### config.mk
export PLATFORM = sky130hd
export DESIGN_NAME = e_uut
export DESIGN_NICKNAME = d
export VERILOG_FILES = /design/src/rtl/e_uut_pkg.sv /design/src/rtl/e_uut_array_lookup.sv /design/src/rtl/e_uut.sv
export SDC_FILE = /design/constraint.sdc
export NUM_CORES = 1
export LEC_CHECK = 0
export CELL_PAD_IN_SITES_DETAIL_PLACEMENT = 1
export CELL_PAD_IN_SITES_GLOBAL_PLACEMENT = 1
export CORE_UTILIZATION = 11
export DETAILED_ROUTE_END_ITERATION = 10
export PLACE_DENSITY_LB_ADDON = 0.3
export SYNTH_ARGS = -nofsm -noshare
export SYNTH_HDL_FRONTEND = slang
export SYNTH_SLANG_ARGS = --single-unit
### constraint.sdc
create_clock -name vclk -period 1.34
set_input_delay 0.335 -clock vclk [all_inputs]
set_output_delay 0.335 -clock vclk [all_outputs]
set_load 0.02 [all_outputs]
### src/rtl/e_uut_pkg.sv
// Shared constants for the e_uut Option-returning table lookup.
package e_uut_pkg;

  localparam int unsigned DATA_W = 16;
  localparam int unsigned IDX_W  = 16;

  localparam logic TAG_SOME = 1'b0;
  localparam logic TAG_NONE = 1'b1;

  localparam int unsigned TABLE_DEPTH = 3;
  localparam int unsigned TABLE_INIT [TABLE_DEPTH] = '{11, 12, 13};

  // Entries beyond the supplied initial values read as zero.
  function automatic int unsigned table_init(input int unsigned i);
    table_init = (i < TABLE_DEPTH) ? TABLE_INIT[i] : 0;
  endfunction

endpackage

### src/rtl/e_uut_array_lookup.sv
// Bounds-checked read of a constant table; returns Option tag and payload separately.
module array_lookup #(
  parameter int unsigned DATA_W = e_uut_pkg::DATA_W,
  parameter int unsigned IDX_W  = e_uut_pkg::IDX_W,
  parameter int unsigned DEPTH  = 3
) (
  input  logic [IDX_W-1:0]  index,
  output logic              tag,
  output logic [DATA_W-1:0] payload
);
  import e_uut_pkg::*;

  logic [DATA_W-1:0] tbl [DEPTH];

  for (genvar g = 0; g < int'(DEPTH); g++) begin : g_tbl
    assign tbl[g] = DATA_W'(table_init(g));
  end

  // Compare one bit wider than the index so DEPTH == 2**IDX_W still fits.
  localparam logic [IDX_W:0] LIMIT = (IDX_W + 1)'(DEPTH);

  logic in_range;
  assign in_range = ({1'b0, index} < LIMIT);

  always_comb begin
    tag     = TAG_NONE;
    payload = '0;
    if (in_range) begin
      tag = TAG_SOME;
      for (int unsigned i = 0; i < DEPTH; i++) begin
        if ({1'b0, index} == (IDX_W + 1)'(i)) payload = tbl[i];
      end
    end
  end

endmodule

### src/rtl/e_uut.sv
// Option-encoded constant-table lookup: {tag, payload}, purely combinational.
module e_uut #(
  parameter int unsigned DATA_W = e_uut_pkg::DATA_W,
  parameter int unsigned IDX_W  = e_uut_pkg::IDX_W,
  parameter int unsigned DEPTH  = 3
) (
  input  logic              _i_clk,
  input  logic              _i_rst,
  input  logic [IDX_W-1:0]  _i_index,
  output logic [DATA_W:0]   __output
);
  import e_uut_pkg::*;

  logic              tag;
  logic [DATA_W-1:0] payload;

  array_lookup #(
    .DATA_W (DATA_W),
    .IDX_W  (IDX_W),
    .DEPTH  (DEPTH)
  ) u_lookup (
    .index   (_i_index),
    .tag     (tag),
    .payload (payload)
  );

  assign __output = {tag, payload};

  // Clock and reset are kept for interface compatibility; the block is stateless.
  logic unused_clk_rst;
  assign unused_clk_rst = _i_clk ^ _i_rst;

endmodule

==> results.cfg <==
[final_layout]
drive_above_1_share_pct = 54.0
layout.cells.non_filler = 66
regArea_sq_um = 0
nets = 70
diodes = 0
area_growth_pct = 107
n_clock_buffer = 0
n_sequential_cell = 0

[sta]
period_minus_slack_ps = 1710
finalSetupViolations = 5
slew_viol_final = 0
fmax_mhz = 585
rsz0062_at_grt = yes
period_share_pct = 128
hold_viol_final = 0
worst_slack_ps = -370

[route]
first_pass_iters = 5
wl_per_cell_um = 9.26
drtIter0Drc = 3
viasPerCell = 3.65
dr_total_vias = 241
drc_errors = 0
wirelength_um = 611
drt.antenna.violating_nets = 0

[die]
die_h_um = 43.9
die_x_um = 43.9
std_cell_rows = 14
core_area_sq_um = 1580
dieArea_sq_um = 1920
initial_utilization_pct = 12.2
boundaryPins = 35

[pwr]
ir_drop_v = 0.0000460
leakagePower_uw = 0.000187
power.density_nw_per_um2 = 233

[yosys]
syn_inst = 26
yosys.area.top_type = buf_4
ys_top_cells_by_area = buf_4 (51%), nor4_2 (19%), nor3_1 (5.2%)
ys_warn_count = 0
ys_top_cells_by_count = buf_4 (13), nor4_2 (3), nor2_1 (2), nor3_1 (2)
synth.distinct_cells = 10
seq_area_frac_synth_pct = 0
synthesis.area_sq_um = 193
synth_top_area_share_pct = 50.6
synth_most_common_cell = buf_4
syn_avg_cell_area_sq_um = 7.41

[place]
place_inst = 63
portBuffers = 21
place_congestion = 0.596
post-place-ws_ps = -1170

[setup_path]
crit_path_end_kind = primary output
path_class = input port to primary output
critical_path_required_ps = 1000
startpoint_type = input port
crit_fanout = 4
arrival_ps = 1370

[worst_hold_path]
hp-class = input port to primary output

[global_routing]
grt_first_pass_wirelength_um = 862
grt_use_total_pct = 5.85
overflow = 0
grt_max_degree = 5
antenna_found_initial = 0
grt_pass1_vias = 213

[status]
failed_checks = setup timing
outcome = finished with violations

[flow_run]
drv_cap = 0
==> timing repair <==
action / in CTS / in global routing
pin swaps: 7 / 2
setup buffers: 3 / 0
setup endpoints to repair: 5 / 5
gates resized for setup: 83 / 0
cloned: 0 / 0
hold buffers: 0 / 0
==> layer usage <==
| metal | vias to the layer above | GRT usage (%) | wire length, um |
|---|---|---|---|
| met5 | - | 0 | 0 |
| met2 | 13 | 14.3 | 399 |
| met4 | 0 | 0 | 0 |
| met3 | 0 | 0.417 | 41 |
| li1 | 114 | - | - |
| met1 | 114 | 4.94 | 169 |
==> cells by family after synthesis <==
kind of cell	share of synthesized area (%)
XOR/XNOR	4.55
AO/OA/AOI/OAI	6.49
other	1.95
AND/OR/NAND/NOR	36.4
buffers and inverters	50.6
==> worst paths after layout <==
check | from | endpoint | slack, ps | cells past startpoint
worst max-delay path | _i_index[6] | __output[3] | -370 | 6
worst min-delay path | _i_index[2] | __output[2] | 1050 | 4
==> power by group <==
group	internal (uW)	switching [uW]
Combinational	36.8	56.1
Clock	0	0
Sequential	0	0
Total	36.8	56.1
==> through the flow <==
stage          area [sq um]  setup TNS (ps)  util, %  hold WS (ps)  total power [uW]
5_1_grt                 399           -1650     25.3          1060              98.6
6_report                399           -1340     25.3          1050              92.9
3_3_place_gp            419           -5320     26.6          1870               106
3_5_place_dp            419           -5440     26.6          1890               108
4_1_cts                 399           -1370     25.3          1060              93.3
2_1_floorplan           275            -421        -           718              65.7
==> cell type report <==
cell class,instances,area (sq um)
fillers,198,1180
multi-input cells,24,174
well taps,16,20.0
repair buffers,26,205
==> critical path: stages <==
cell and delay (ps):
buf_2 120, nor4_4 270, nand4_1 200, buf_4 190, a21oi_2 110, buf_4 160
==> cells in the final DEF, fill, tap and decap left out <==
master           Yosys  routed
conb_1               1      12
buf_2                0       8
buf_4               13       8
buf_6                0       5
clkdlybuf4s15_1      0       4
nor4_4               0       3
nor2_1               2       1
nand4_1              1       1
a21o_1               1       1
xnor2_1              1       1
nor3_1               2       1
and4_1               1       1
nor3_2               0       1
nor2_2               0       1
a21oi_2              0       1
dlygate4sd2_1        0       1
Power figures use the tool's default switching activity.
